## config.mk

```make
export PLATFORM = sky130hd
export DESIGN_NAME = trap_filter_ctrl
export DESIGN_NICKNAME = d
export VERILOG_FILES = /design/src/rtl/trap_filter_ctrl.sv
export SDC_FILE = /design/constraint.sdc
export NUM_CORES = 1
export LEC_CHECK = 0
export ABC_AREA = 1
export CAP_MARGIN = 0
export CELL_PAD_IN_SITES_DETAIL_PLACEMENT = 1
export CELL_PAD_IN_SITES_GLOBAL_PLACEMENT = 1
export CORE_ASPECT_RATIO = 0.9
export CORE_UTILIZATION = 48
export DETAILED_ROUTE_END_ITERATION = 10
export DONT_BUFFER_PORTS = 1
export PLACE_DENSITY = 0.8
export RECOVER_POWER = 50
export SLEW_MARGIN = 20
export SYNTH_ARGS = -nofsm -noshare
export SYNTH_HDL_FRONTEND = slang
export SYNTH_SLANG_ARGS = --single-unit
export TNS_END_PERCENT = 1
```

## constraint.sdc

```tcl
create_clock -name clk -period 4.1 [get_ports clk]
set_clock_uncertainty 0.2 [all_clocks]
set_input_delay 0.615 -clock clk [delete_from_list [all_inputs] [get_ports clk]]
set_output_delay 0.615 -clock clk [all_outputs]
set_load 0.02 [all_outputs]
```

## src/rtl/trap_filter_ctrl.sv

```systemverilog
// trap_filter_ctrl
// Sequencing for a trapezoidal shaping filter. The block holds the active
// k/l/M coefficient set and accepts new sets from the host through a
// write/ready handshake, rejecting illegal ones. An accepted set is applied
// atomically. The filter delay line is then cleared for CLR_CYCLES clocks.
// The filter output is held invalid until k_act+l_act new samples have
// refilled the delay line.
module trap_filter_ctrl #(
  parameter int K_W        = 8,
  parameter int M_W        = 16,
  parameter int MAX_DEPTH  = 128,
  parameter int DEF_K      = 4,
  parameter int DEF_L      = 8,
  parameter int DEF_M      = 100,
  parameter int CLR_CYCLES = 4
) (
  input  logic           clk,
  input  logic           reset,      // asynchronous, active-low
  input  logic           adc_valid,
  input  logic [K_W-1:0] cfg_k,
  input  logic [K_W-1:0] cfg_l,
  input  logic [M_W-1:0] cfg_m,
  input  logic           cfg_wr,
  output logic           cfg_ready,
  output logic           cfg_err,
  output logic [K_W-1:0] k_act,
  output logic [K_W-1:0] l_act,
  output logic [M_W-1:0] m_act,
  output logic           filt_clr,
  output logic           filt_en,
  output logic           out_valid,
  output logic [1:0]     state_o
);

  // Sums of two K_W-bit coefficients are formed one bit wider so they
  // cannot wrap.
  localparam int SUM_W = K_W + 1;
  localparam int CNT_W = $clog2(MAX_DEPTH + 1);
  localparam int CLR_W = $clog2(CLR_CYCLES + 1);

  localparam logic [SUM_W-1:0] MAX_SUM  = SUM_W'(MAX_DEPTH);
  localparam logic [CLR_W-1:0] CLR_LAST = CLR_W'(CLR_CYCLES - 1);

  typedef enum logic [1:0] {
    ST_RUN    = 2'd0,
    ST_APPLY  = 2'd1,
    ST_CLEAR  = 2'd2,
    ST_WARMUP = 2'd3
  } state_t;

  state_t           r_state;
  state_t           w_state_nxt;
  logic [CLR_W-1:0] r_clr_cnt;
  logic [CLR_W-1:0] w_clr_cnt_nxt;
  logic [CNT_W-1:0] r_smp_cnt;
  logic [CNT_W-1:0] w_smp_cnt_nxt;

  // Shadow set: written by an accepted legal host write, copied to the
  // active set during APPLY.
  logic [K_W-1:0]   r_shd_k;
  logic [K_W-1:0]   r_shd_l;
  logic [M_W-1:0]   r_shd_m;

  // Active set driven to the filter datapath.
  logic [K_W-1:0]   r_k_act;
  logic [K_W-1:0]   r_l_act;
  logic [M_W-1:0]   r_m_act;

  // Registered control outputs.
  logic             r_cfg_ready;
  logic             r_cfg_err;
  logic             r_filt_clr;
  logic             r_filt_en;
  logic             r_out_valid;

  // Decoded values of the control outputs for the next state.
  logic             w_ready_nxt;
  logic             w_clr_nxt;
  logic             w_en_nxt;
  logic             w_valid_nxt;

  // Legality of the requested set and the handshake qualifiers.
  logic [SUM_W-1:0] w_cfg_sum;
  logic             w_cfg_legal;
  logic             w_wr_accept;
  logic             w_wr_apply;
  logic             w_wr_reject;

  // Delay-line depth of the active set and warm-up completion.
  logic [SUM_W-1:0] w_act_depth;
  logic [SUM_W-1:0] w_smp_cnt_inc;
  logic             w_warm_done;

  // A set is legal when 1 <= k <= l and k + l fits in the delay line.
  assign w_cfg_sum   = {1'b0, cfg_k} + {1'b0, cfg_l};
  assign w_cfg_legal = (cfg_k != '0) && (cfg_k <= cfg_l) && (w_cfg_sum <= MAX_SUM);

  // A write happens only when the host strobes while ready is high.
  // Otherwise the strobe is ignored.
  assign w_wr_accept = cfg_wr && r_cfg_ready;
  assign w_wr_apply  = w_wr_accept && w_cfg_legal;
  assign w_wr_reject = w_wr_accept && !w_cfg_legal;

  // The strobe being counted now is the last one needed to fill the line.
  assign w_act_depth   = {1'b0, r_k_act} + {1'b0, r_l_act};
  assign w_smp_cnt_inc = SUM_W'(r_smp_cnt) + SUM_W'(1);
  assign w_warm_done   = (w_smp_cnt_inc >= w_act_depth);

  // Next-state and counter logic for the apply/clear/warm-up sequence.
  always_comb begin
    // NOTE: every signal assigned here gets a default first, so no path
    // leaves a value unassigned and no latch is inferred.
    w_state_nxt   = r_state;
    w_clr_cnt_nxt = r_clr_cnt;
    w_smp_cnt_nxt = r_smp_cnt;

    unique case (r_state)
      ST_RUN: begin
        if (w_wr_apply) begin
          w_state_nxt = ST_APPLY;
        end
      end

      ST_APPLY: begin
        w_state_nxt   = ST_CLEAR;
        w_clr_cnt_nxt = '0;
      end

      ST_CLEAR: begin
        if (r_clr_cnt == CLR_LAST) begin
          w_state_nxt   = ST_WARMUP;
          w_smp_cnt_nxt = '0;
        end else begin
          w_clr_cnt_nxt = r_clr_cnt + CLR_W'(1);
        end
      end

      ST_WARMUP: begin
        // A new legal set takes priority over a completing warm-up.
        if (w_wr_apply) begin
          w_state_nxt = ST_APPLY;
        end else if (adc_valid) begin
          if (w_warm_done) begin
            w_state_nxt = ST_RUN;
          end else begin
            w_smp_cnt_nxt = r_smp_cnt + CNT_W'(1);
          end
        end
      end

      default: begin
        w_state_nxt = ST_CLEAR;
      end
    endcase
  end

  // Decode the control outputs from the next state so they can be registered.
  always_comb begin
    w_ready_nxt = 1'b0;
    w_clr_nxt   = 1'b0;
    w_en_nxt    = 1'b0;
    w_valid_nxt = 1'b0;
    unique case (w_state_nxt)
      ST_RUN: begin
        w_ready_nxt = 1'b1;
        w_en_nxt    = 1'b1;
        w_valid_nxt = 1'b1;
      end
      ST_APPLY: begin
        w_ready_nxt = 1'b0;
      end
      ST_CLEAR: begin
        w_clr_nxt = 1'b1;
      end
      ST_WARMUP: begin
        w_ready_nxt = 1'b1;
        w_en_nxt    = 1'b1;
      end
      default: begin
        w_clr_nxt = 1'b1;
      end
    endcase
  end

  // State register and sequencing counters.
  always_ff @(posedge clk or negedge reset) begin
    if (!reset) begin
      r_state   <= ST_CLEAR;
      r_clr_cnt <= '0;
      r_smp_cnt <= '0;
    end else begin
      // NOTE: sequential state uses non-blocking assignments so every
      // register samples values from before the edge, independent of
      // statement order.
      r_state   <= w_state_nxt;
      r_clr_cnt <= w_clr_cnt_nxt;
      r_smp_cnt <= w_smp_cnt_nxt;
    end
  end

  // Capture the requested set into the shadow registers on a legal write.
  always_ff @(posedge clk or negedge reset) begin
    if (!reset) begin
      r_shd_k <= K_W'(DEF_K);
      r_shd_l <= K_W'(DEF_L);
      r_shd_m <= M_W'(DEF_M);
    end else if (w_wr_apply) begin
      r_shd_k <= cfg_k;
      r_shd_l <= cfg_l;
      r_shd_m <= cfg_m;
    end
  end

  // The active set changes only at the end of the APPLY cycle.
  always_ff @(posedge clk or negedge reset) begin
    if (!reset) begin
      r_k_act <= K_W'(DEF_K);
      r_l_act <= K_W'(DEF_L);
      r_m_act <= M_W'(DEF_M);
    end else if (r_state == ST_APPLY) begin
      r_k_act <= r_shd_k;
      r_l_act <= r_shd_l;
      r_m_act <= r_shd_m;
    end
  end

  // Registered control outputs. The reset values match the CLEAR state.
  always_ff @(posedge clk or negedge reset) begin
    if (!reset) begin
      r_cfg_ready <= 1'b0;
      r_filt_clr  <= 1'b1;
      r_filt_en   <= 1'b0;
      r_out_valid <= 1'b0;
    end else begin
      r_cfg_ready <= w_ready_nxt;
      r_filt_clr  <= w_clr_nxt;
      r_filt_en   <= w_en_nxt;
      r_out_valid <= w_valid_nxt;
    end
  end

  // Single-cycle error pulse after a rejected write.
  always_ff @(posedge clk or negedge reset) begin
    if (!reset) begin
      r_cfg_err <= 1'b0;
    end else begin
      r_cfg_err <= w_wr_reject;
    end
  end

  assign cfg_ready = r_cfg_ready;
  assign cfg_err   = r_cfg_err;
  assign k_act     = r_k_act;
  assign l_act     = r_l_act;
  assign m_act     = r_m_act;
  assign filt_clr  = r_filt_clr;
  assign filt_en   = r_filt_en;
  assign out_valid = r_out_valid;
  assign state_o   = r_state;

endmodule
```

=== Word level (Yosys, flattened, before mapping) ===
Index checks and enable logic that the tools add are counted.

* Register bits after elaboration: 81

* Add/subtract/negate cells: 5
* Magnitude comparators: 3
* Eq/ne operators: 11
* Multiplexer cells: 16
* Reductions and logical operators: 14

{| class="wikitable"
|+ Operators with widths
! cell !! number
|-
| 8-bit 2-to-1 mux || 4
|-
| 8-bit by 8-bit adder with 9-bit output || 2
|-
| 8-bit one-hot mux with 2 select lines || 1
|-
| 2-bit 2-to-1 mux || 5
|-
| 2-bit != test (second input constant) || 5
|-
| 8-bit by 1-bit adder with 9-bit output (second input constant) || 1
|-
| 9-bit greater-or-equal comparator || 1
|-
| 9-bit by 8-bit <= comparator with 1-bit output (second input constant) || 1
|-
| 8-bit by 1-bit adder with 8-bit output (second input constant) || 1
|-
| 2-bit equality test (second input constant) || 4
|-
| 8-bit <= comparator || 1
|-
| 2-bit one-hot mux with 4 select lines || 1
|-
| 8-bit nonzero test || 1
|-
| 3-bit one-hot mux with 2 select lines || 1
|-
| 1-bit logical AND || 5
|-
| 5-bit AND reduction || 1
|-
| 2-bit zero test || 2
|-
| 2-bit nonzero test || 2
|-
| 3-bit by 1-bit adder with 3-bit output (second input constant) || 1
|-
| 3-bit by 2-bit equality test with 1-bit output (second input constant) || 1
|-
| 1-bit 2-to-1 mux || 3
|-
| 3-bit 2-to-1 mux || 1
|-
| 2-bit by 1-bit equality test with 1-bit output (second input constant) || 1
|-
| 2-bit AND reduction || 1
|-
| 2 further kinds || 2
|}

=== Logic depth before layout (Yosys ltp) ===
Gate-level depths: netlist (run 1).

* Depth after elaboration: 9
* Mapped depth: 19
* Mapped depth without buffers: 19

=== Least setup slack after synthesis (run 1) ===
OpenSTA, ideal clock, no wires.

* Kind: reg2reg
* Start: register r_l_act[0] (netlist: l_act[0])
* End: register r_smp_cnt[0]
* Setup time: 66 ps
* Arrival time: 3093 ps
* Data required time: 3834 ps
* Slack: 742 ps
* Cell stages (with the launch flop): 18
* Period minus slack after synthesis: 3358 ps
* Cell sequence: dfrtp_1 > ha_1 > inv_1 > fa_1 > o21ai_0 > a21oi_1 > o21ai_0 > a21o_1 > a21oi_1 > ha_1 > a21oi_1 > o21a_1 > nand4_1 > nor3b_1 > nand2_2 > nand2_2 > nand2_1 > nand2_1

* Word-level cells in the longest chain between the ends: 4

{| class="wikitable"
|+ Ends and longest elaborated chain
! element !! line !! source
|-
| from (decl) || 66 || <nowiki>logic [K_W-1:0] r_l_act;</nowiki>
|-
| from (signal assigned) || 218 || <nowiki>r_l_act <= K_W'(DEF_L);</nowiki>
|-
| from (signal assigned) || 222 || <nowiki>r_l_act <= r_shd_l;</nowiki>
|-
| 8-bit by 8-bit adder with 9-bit output || 105 || <nowiki>assign w_act_depth = {1'b0, r_k_act} + {1'b0, r_l_act};</nowiki>
|-
| 9-bit greater-or-equal comparator || 107 || <nowiki>assign w_warm_done = (w_smp_cnt_inc >= w_act_depth);</nowiki>
|-
| 2-bit != test (no line) || - ||
|-
| 5-bit AND reduction (no line) || - ||
|-
| to (signal assigned) || 197 || <nowiki>r_smp_cnt <= w_smp_cnt_nxt;</nowiki>
|-
| to (decl) || 55 || <nowiki>logic [CNT_W-1:0] r_smp_cnt;</nowiki>
|}

No other way between the ends.
A chain may end at the register's enable or synchronous reset.

=== Worst setup path in the final report (run 1) ===
* Start: register r_l_act[0] (netlist: l_act[0])
* End: register r_smp_cnt[6]

Same word-level chain as after synthesis.

==> results of run 1 <==
worst paths after layout:
kind                             from      endpoint  slack, ps  cells after the start
hold reg to reg            r_shd_l[4]    r_shd_l[4]        290                      2
max in group asynchronous       reset       cfg_err       1250                      2
min in group asynchronous       reset    r_shd_k[4]       1260                      2
setup / recovery             l_act[0]  r_smp_cnt[6]        240                     17
setup reg to reg             l_act[0]  r_smp_cnt[6]        240                     17
hold / removal               cfg_k[2]    r_shd_k[2]        150                      2
cell usage after synthesis (4+ instances only):
cell type	n
nand4_1	8
xor2_1	7
a21oi_1	19
xnor2_1	4
nand3_1	26
dfrtp_1	69
dfstp_2	12
nand2_1	127
inv_2	5
nand2_2	9
nor2_1	31
ha_1	36
mux2_2	7
inv_1	68
o21ai_2	14
o21ai_0	39
o21ai_1	6
clkbuf_1	7
worst reg2reg max path, cell delays in order (launching register included):
cell	delay (ps)
dfrtp_1	490
ha_1	260
inv_1	60
fa_1	400
o21ai_1	280
a21oi_1	100
o21ai_0	290
a21o_1	170
a21oi_1	70
ha_1	320
a21oi_1	160
o21a_1	150
nand4_1	110
nor3b_1	240
nand2_2	180
nand2_2	190
nand2_1	70
nand2_1	70
cells by family (layout without fill, tap and decap cells):
group                      count (synthesis)  after routing  synth area share
buffers and inverters                     87             92            0.0810
xor gates and xnor gates                  11             11            0.0215
adders and majority gates                 38             38             0.109
DFF                                       81             81             0.456
muxes                                      8              8            0.0198
and+or+nand+nor                          209            209             0.202
AOI/OAI and AO/OA                         85             85             0.111
flip-flops by register name, indices dropped and copies added, names as in the netlist:
register and count:
m_act 16, filt_en 1, k_act 8, r_shd_l 8
r_clr_cnt 3, r_shd_m 16, cfg_err 1, r_smp_cnt 8
state_o 2, r_shd_k 8, out_valid 1, l_act 8
filt_clr 1
routing by layer:
layer | wire (µm) | vias to the layer above | GRT usage
met4 | 246 | 0 | 0.0976
met1 | 4910 | 1691 | 0.293
met2 | 5660 | 91 | 0.435
li1 | - | 1656 | -
met3 | 579 | 22 | 0.0599
met5 | 0 | - | 0
where the power goes:
| group | switching, µW | internal, µW | leakage, µW | total (µW) |
|---|---|---|---|---|
| clock | 303 | 406 | 0.000116 | 708 |
| sequential | 472 | 1190 | 0.000987 | 1660 |
| combinational | 819 | 500 | 0.00138 | 1320 |
metrics by stage:
stage,instances,utilization
after floorplan,519,-
after global placement,629,0.503
after detailed placement,629,0.503
after CTS,646,0.534
after global routing,646,0.531
final,646,0.531
cell type report:
class / instances / area (µm²)
clock buffers: 9 / 124
clock inverters: 6 / 115
fillers: 1087 / 4260
inverters: 73 / 274
multi-input cells: 351 / 2080
flip-flops and latches: 81 / 2040
well taps: 122 / 153
repair buffers: 4 / 42.5
repair_timing:
action,4_1_cts,5_1_grt
endpoints found under the hold margin,81,0
setup endpoints to repair,0,8
resized for setup,0,1
setup buffers,0,0
hold buffers,2,0
==> flow_summary.yaml, run 1 <==
placement:
  placement.io_buffers: 0
  routabilityCongestion: 0.852
  placed_area_um2: 4570
  place_worst_setup_slack_ps: 262
  detailedPlacementHpwl_um: 8340
setup_path:
  slowest_delay_ps: 490
  timing.critical_path.cells: "ha_1 > inv_1 > fa_1 > o21ai_1 > a21oi_1 > o21ai_0 > a21o_1 > a21oi_1 > ha_1 > a21oi_1 > o21a_1 > nand4_1 > nor3b_1 > nand2_2 > nand2_2 > nand2_1 > nand2_1"
  timing.critical_path.max_delay_family: "compound AO/OA/AOI/OAI gates"
  worstSetupEndpointType: "flop"
  path_class: "reg2reg"
  cp_common_cell: "a21oi_1"
  arrival_worst_endpoint_ps: 3950
  crit_fanout: 9
  count_of_buffer_and_inverter_cells_on_the_critical_path: 1
  cp.required_ps: 4190
  worst_setup_path_start_kind: "flop"
  critPathSlowestCell: "dfrtp_1"
global_route:
  antenna_found_initial: 0
  grt-ovfl-total: 0
  grt_start_max_net_pins: 82
  first_global_vias: 3732
  grt_total_usage: 0.247
  grt_first_pass_wirelength_um: 18600
floorplan:
  placementRows: 33
  fp.dieH_um: 93.6
  design.die.area_um2: 9720
  core_um2: 9080
  floorplan.initialDensity: 0.493
  design.portCount: 75
  dieWidth_um: 104
timing:
  max_slew_margin: -0.344
  final-max-slew-violation-count: 82
  final.setup.worst_slack_ps: 241
  timing_hold_violations_final: 0
  min_period_over_period: 0.941
  worst_slew_pin_slew_ps: 2020
  timing.hold.ws_ps: 155
  post-route-min-period_ps: 3860
  unrepaired_setup_endpoints_after_global_routing: "false"
  setup_tns_ps: 0
  timing.final.setup_violations: 0
  achievable-frequency_ghz: 0.259
clocking:
  cts_tree: "yes"
  ctsLongestPathBuffers: 2
  numClockSinks: 81
  ctsHtreeMaxLevel: 3
  clk_root_buffer_cell: "clkbuf_8"
  clock_latency_ps: 360
  clock_transition_at_the_register_clock_pins_on_the_worst_setup_and_hold_paths_after_cts_ps: 80
  cts_inserted_buffers: 9
detailed_routing:
  drtAntennaViolNets: 0
  drt_pass1_iterations: 4
  via_per_inst: 5.36
  starting_drc_count_in_detailed_routing: 114
  post_drt_wl_per_cell_um: 17.6
  route.detailed.drc: 0
  totalWireLength_um: 11400
  dr_vias: 3460
layout:
  area.growth.synth_to_final_pct: 7.77
  finish.net_count: 594
  num_antenna_cells: 0
  layout-drive-gt1-share: 0.135
  post-route-cell-area_um2: 4830
  mostFrequentLayoutCells: "nand2_1, dfrtp_1, inv_1"
  leading_cell_type_in_the_layout_fill_and_taps_excluded: "nand2_1"
synth:
  synthDominantCellAreaShare: 0.385
  asyncSetResetFlopFracSynth: 1.00
  syn-instance-count: 519
  syn-mean-instance-area_um2: 8.63
  number_of_flip_flops_and_latches_in_the_synthesized_netlist: 81
  post_synth_instance_area_um2: 4480
  synth_enable_flop_cells: 0
  cell_taking_the_most_area_after_synthesis: "dfrtp_1"
  ys.flop_type: "dfrtp_1"
  ys_seq_area_frac: 0.456
  synth_area_leaders: "dfrtp_1, nand2_1, ha_1"
  yosys_warnings: 0
  mappedNetlistNets: 593
  synth.distinct_cells: 38
run:
  max-cap-violations: 1
hold_path:
  timing.hold.worst.class: "in2reg"
power:
  static-leakage-power_uw: 0.00249
  ir_worst_vdd_uv: 247
  power.total_uw: 3690
  powerDensity_nw_per_um2: 764
outcome:
  violations: "capacitance limit, slew limit"
  status: "finished with violations"
(Power assumes the default switching activity.)
==> run 2, diff against run 1 <==
--- a/config.mk
+++ b/config.mk
@@ -14,5 +14,5 @@
 export DETAILED_ROUTE_END_ITERATION = 10
 export DONT_BUFFER_PORTS = 1
-export PLACE_DENSITY = 0.8
+export PLACE_DENSITY_LB_ADDON = 0.1
 export RECOVER_POWER = 50
 export SLEW_MARGIN = 20
==> constraint.sdc (replaced) <==
create_clock -name clk -period 4.1 [get_ports clk]
set_clock_uncertainty 0.2 [all_clocks]
set_input_delay 0.615 -clock clk [delete_from_list [all_inputs] [get_ports clk]]
set_output_delay 0.615 -clock clk [all_outputs]
set_load 0.005 [all_outputs]
==> run 2 against run 1 <==
The flow still finishes with violations (capacitance limit, slew limit). Worst setup slack improved by 98 ps. Via count shrank 3.0%. Sequential cell count is the same. Count of clock-buffer cells in the layout grew 1. First-iteration DRC count down 13%. Clock power barely moved. Highest routed layer unchanged.
==> flow_summary.yaml, run 2 (synthesis gave the netlist of run 1 again) <==
outcome:
  status: "finished with violations"
  violations: "capacitance limit, slew limit"
setup_path:
  arrival_worst_endpoint_ps: 3860
  path_class: "reg2reg"
  cp_common_cell: "a21oi_1"
  slowest_delay_ps: 420
  cp.required_ps: 4200
  crit_fanout: 9
  worst_setup_path_startpoint: "k_act[0]"
  count_of_buffer_and_inverter_cells_on_the_critical_path: 1
  timing.critical_path.cells: "ha_1 > inv_1 > fa_1 > o21ai_0 > a21oi_1 > o21ai_0 > a21o_1 > a21oi_1 > ha_1 > a21oi_1 > o21a_1 > nand4_1 > nor3b_1 > nand2_2 > nand2_2 > nand2_1 > nand2_1"
  critPathSlowestCell: "dfrtp_1"
  reg2reg_from: "k_act[0]"
  timing.critical_path.max_delay_family: "compound AO/OA/AOI/OAI gates"
  worstSetupEndpointType: "flop"
  worst_setup_path_start_kind: "flop"
detailed_routing:
  totalWireLength_um: 10500
  starting_drc_count_in_detailed_routing: 99
  post_drt_wl_per_cell_um: 16.1
  drtAntennaViolNets: 0
  via_per_inst: 5.16
  route.detailed.drc: 0
  dr_vias: 3355
  drt_pass1_iterations: 4
clocking:
  clock_transition_at_the_register_clock_pins_on_the_worst_setup_and_hold_paths_after_cts_ps: 90
  ctsHtreeMaxLevel: 3
  numClockSinks: 81
  ctsLongestPathBuffers: 2
  clock_latency_ps: 350
  cts_tree: "yes"
  clk_root_buffer_cell: "clkbuf_8"
  postCtsResizedCells: 0
  cts_inserted_buffers: 9
  cts_setup_buffers: 0
placement:
  placement.io_buffers: 0
  detailedPlacementHpwl_um: 8010
  placedCellCount: 632
  routabilityCongestion: 0.880
timing:
  max_slew_margin: -0.324
  min_period_over_period: 0.917
  worst_slew_pin_slew_ps: 1990
  final-max-slew-violation-count: 82
  timing.hold.ws_ps: 159
  unrepaired_setup_endpoints_after_global_routing: "false"
  setup_tns_ps: 0
  achievable-frequency_ghz: 0.266
  timing.final.setup_violations: 0
  post-route-min-period_ps: 3760
  timing_hold_violations_final: 0
power:
  powerDensity_nw_per_um2: 697
  power.total_uw: 3370
  static-leakage-power_uw: 0.00250
  pwr-share-clk: 0.211
  switching_share: 0.382
  switching_power_uw: 1290
  power_frac_seq: 0.427
  logic_pwr_share: 0.362
  ir_worst_vdd_uv: 290
  power_report.internal_total_uw: 2080
floorplan:
  core_um2: 9080
  dieWidth_um: 104
  design.portCount: 75
  design.die.area_um2: 9720
  placementRows: 33
  fp.dieH_um: 93.6
  floorplan.initialDensity: 0.493
hold_path:
  timing.hold.worst.class: "in2reg"
  worstHoldStart: "cfg_m[2]"
global_route:
  grt_start_max_net_pins: 82
  grt_first_pass_wirelength_um: 17500
  grt_total_usage: 0.230
  first_global_vias: 3477
  grt-ovfl-total: 0
  antenna_found_initial: 0
layout:
  mostFrequentLayoutCells: "nand2_1, dfrtp_1, inv_1"
  fillCellCount: 1089
  num_antenna_cells: 0
  area_taken_by_flip_flops_and_latches_um2: 2040
  layout-drive-gt1-share: 0.136
  area.growth.synth_to_final_pct: 8.02
  leading_cell_type_in_the_layout_fill_and_taps_excluded: "nand2_1"
  instances_no_fill: 650
  multi_input_comb_area_um2: 2070
  finish.net_count: 597
  final_util: 0.533
run:
  max-cap-violations: 1
==> run 2: cell types whose count changed in the layout (fill, tap and decap cells not counted) <==
| cell | delta |
|---|---|
| dfstp_1 | +1 |
| o21ai_1 | -1 |
| clkbuf_1 | +1 |
| buf_4 | +4 |
| dfstp_2 | -1 |
| o21ai_0 | +1 |
| buf_12 | -1 |
| nand2_1 | +1 |
| nand2_2 | -1 |
==> run 2: cell type report <==
type                            instances  share of cell area
Clock buffer                           10              0.0264
Clock inverter                          6              0.0238
Inverter                               73              0.0566
Multi-Input combinational cell        351               0.429
Sequential cell                        81               0.422
Tap cell                              122              0.0315
Timing Repair Buffer                    7              0.0109
==> run 2: routing by layer <==
metal,share of wire,up-vias,global-route usage
li1,-,1665,-
met1,0.45,1628,0.295
met2,0.50,56,0.396
met3,0.044,6,0.0592
met4,0.0077,0,0.0476
met5,0,-,0
==> run 2: metrics by stage <==
stage	area, µm²	worst slack, ps
2_1_floorplan	4480	869
3_3_place_gp	4580	584
3_5_place_dp	4580	354
4_1_cts	4860	325
5_1_grt	4840	20.7
6_report	4840	339
==> run 2: worst paths after layout <==
check / endpoint / slack [ps] / cells past startpoint
min reg2reg: r_shd_l[5] / 290 / 2
max reg2reg: r_smp_cnt[4] / 340 / 17
max: r_smp_cnt[4] / 340 / 17
min: r_shd_m[2] / 160 / 2
max in group asynchronous: state_o[0] / 1350 / 2
min in group asynchronous: r_smp_cnt[0] / 1160 / 2
==> run 2: repair_timing <==
action,CTS,global route
hold buffers,2,0
setup endpoints to repair,0,0
endpoints found under the hold margin,81,0
==> run 2: power groups by stage <==
stage,logic [µW],clock network (µW),registers [µW]
global placement,1130,0,1440
detailed placement,1220,0,1460
CTS,1250,734,1450
finish,1220,710,1440
global route,1430,762,1490
floorplan,965,0,1370
==> run 3, diff against run 2 <==
==> constraint.sdc (replaced) <==
create_clock -name clk -period 4.1 [get_ports clk]
set_clock_uncertainty 0.2 [all_clocks]
set_input_delay 0.41 -clock clk [delete_from_list [all_inputs] [get_ports clk]]
set_output_delay 0.41 -clock clk [all_outputs]
set_load 0.005 [all_outputs]
==> run 3 against run 2 <==
The run still ends with capacitance limit, slew limit left. Sequential cell count unchanged. Sequential share of layout area down 1.9 points. Cell count grew 3.4%. Non-clock buffer count rose by 22. Maximum frequency increased by 2.3%. Total power rose by 2.2%. Combinational power rose by 6%. Worst hold slack got worse by 150 ps. Register-to-register slack better by 80 ps. Via count increased by 5.0%. Critical path depth stayed put.
==> flow_summary.yaml, run 3 (synthesis gave the netlist of run 1 again) <==
detailed_routing:
  drt_pass1_iterations: 4
  post_drt_wl_per_cell_um: 17.0
  route.detailed.drc: 0
  totalWireLength_um: 11400
  via_per_inst: 5.24
  starting_drc_count_in_detailed_routing: 141
  drtAntennaViolNets: 0
  dr_vias: 3523
outcome:
  violations: "capacitance limit, slew limit"
  status: "finished with violations"
setup_path:
  worst_setup_path_start_kind: "flop"
  critPathSlowestCell: "fa_1"
  timing.critical_path.cells: "ha_1 > inv_1 > fa_1 > o21ai_1 > a21oi_1 > o21ai_0 > a21o_1 > a21oi_1 > ha_1 > a21oi_1 > o21a_1 > nand4_1 > nor3b_1 > nand2_2 > nand2_2 > nand2_1 > nand2_1"
  crit_fanout: 9
  arrival_worst_endpoint_ps: 3770
  worstSetupEndpointType: "flop"
  cp_common_cell: "a21oi_1"
  cp.required_ps: 4190
  timing.critical_path.max_delay_family: "compound AO/OA/AOI/OAI gates"
  slowest_delay_ps: 410
  path_class: "reg2reg"
  count_of_buffer_and_inverter_cells_on_the_critical_path: 1
global_route:
  grt_start_max_net_pins: 82
  grt_util_met3: 0.0544
  grt_total_usage: 0.247
  antenna_found_initial: 0
  grt_first_pass_wirelength_um: 18700
  grt-ovfl-total: 0
  met2_usage: 0.447
  routing_layer_with_the_top_usage_in_global_route: "met2"
  first_global_vias: 3734
  global_route.usage.met1: 0.304
timing:
  worst_slew_pin_slew_ps: 1960
  achievable-frequency_ghz: 0.272
  min_period_over_period: 0.897
  timing_hold_violations_final: 0
  max_slew_margin: -0.309
  final-max-slew-violation-count: 82
  unrepaired_setup_endpoints_after_global_routing: "false"
  timing.final.setup_violations: 0
  post-route-min-period_ps: 3680
  setup_tns_ps: 0
layout:
  fillCellCount: 1084
  mostFrequentLayoutCells: "nand2_1, dfrtp_1, inv_1"
  area_taken_by_flip_flops_and_latches_um2: 2040
  leading_cell_type_in_the_layout_fill_and_taps_excluded: "nand2_1"
  multi_input_comb_area_um2: 2080
  finish.net_count: 619
  area.growth.synth_to_final_pct: 13.0
  layout-drive-gt1-share: 0.133
  num_antenna_cells: 0
floorplan:
  core_um2: 9080
  dieWidth_um: 104
  design.portCount: 75
  design.die.area_um2: 9720
  fp.dieH_um: 93.6
  floorplan.initialDensity: 0.493
  placementRows: 33
placement:
  routabilityCongestion: 0.868
  detailedPlacementHpwl_um: 8220
  placement.io_buffers: 0
power:
  static-leakage-power_uw: 0.00259
  powerDensity_nw_per_um2: 681
  power.total_uw: 3450
  ir_worst_vdd_uv: 311
clocking:
  ctsHtreeMaxLevel: 3
  clk_root_buffer_cell: "clkbuf_8"
  numClockSinks: 81
  cts_tree: "yes"
  clock_latency_ps: 350
  ctsLongestPathBuffers: 2
  cts_inserted_buffers: 9
  clock_transition_at_the_register_clock_pins_on_the_worst_setup_and_hold_paths_after_cts_ps: 90
hold_path:
  timing.hold.worst.class: "in2reg"
run:
  max-cap-violations: 1
==> run 3: path summary, 6_finish.rpt <==
check | from | to | slack, ps | depth (start not counted)
hold / removal | cfg_wr | cfg_err | 10 | 2
min in group asynchronous | reset | k_act[4] | 1030 | 2
max in group asynchronous | reset | r_shd_k[4] | 1540 | 2
setup / recovery | k_act[0] | r_smp_cnt[7] | 420 | 17
hold reg to reg | r_shd_l[5] | r_shd_l[5] | 290 | 2
setup reg to reg | k_act[0] | r_smp_cnt[7] | 420 | 17
==> run 3: metal layers <==
metal  vias to the layer above  routed length, µm  part of all wire
met3                         9                415             0.036
li1                       1707                  -                 -
met2                        68               5940              0.52
met5                         -                  0                 0
met4                         0                 82            0.0072
met1                      1739               5010              0.44
==> run 3: through the flow <==
step           setup slack, ps  instance area (µm²)  instances  hold WS (ps)  utilization
5_1_grt                   95.5                 5060        672          4.78        0.557
4_1_cts                    298                 5090        672          2.56        0.560
3_5_place_dp               409                 4580        631         -83.4        0.504
2_1_floorplan              869                 4480        519         -85.6            -
6_report                   423                 5060        672          12.9        0.557
3_3_place_gp               585                 4580        631         -83.7        0.504
==> run 3: power breakdown <==
part | internal, µW | leakage (µW) | switching (µW)
clock | 409 | 0.000117 | 303
sequential | 1190 | 0.000987 | 256
combinational | 506 | 0.00149 | 783
==> run 3: cell type report <==
| cell class | count | area share |
|---|---|---|
| Tap cell | 122 | 0.0301 |
| Timing Repair Buffer | 29 | 0.0544 |
| Multi-Input combinational cell | 351 | 0.410 |
| Clock inverter | 6 | 0.0227 |
| Sequential cell | 81 | 0.403 |
| Inverter | 73 | 0.0541 |
| Clock buffer | 10 | 0.0252 |
==> run 3: worst reg2reg max path: stages (launching register included) <==
cell     delay [ps]
dfrtp_1         400
ha_1            190
inv_1            60
fa_1            410
o21ai_1         250
a21oi_1         100
o21ai_0         280
a21o_1          160
a21oi_1          60
ha_1            300
a21oi_1         170
o21a_1          150
nand4_1         120
nor3b_1         260
nand2_2         190
nand2_2         180
nand2_1          80
nand2_1          60
==> run 3: timing repair <==
action | 4_1_cts | 5_1_grt
endpoints found under the setup margin | 0 | 4
buffers inserted | 0 | 0
gates resized for setup | 0 | 1
hold buffers | 25 | 0
hold endpoints to repair | 104 | 0
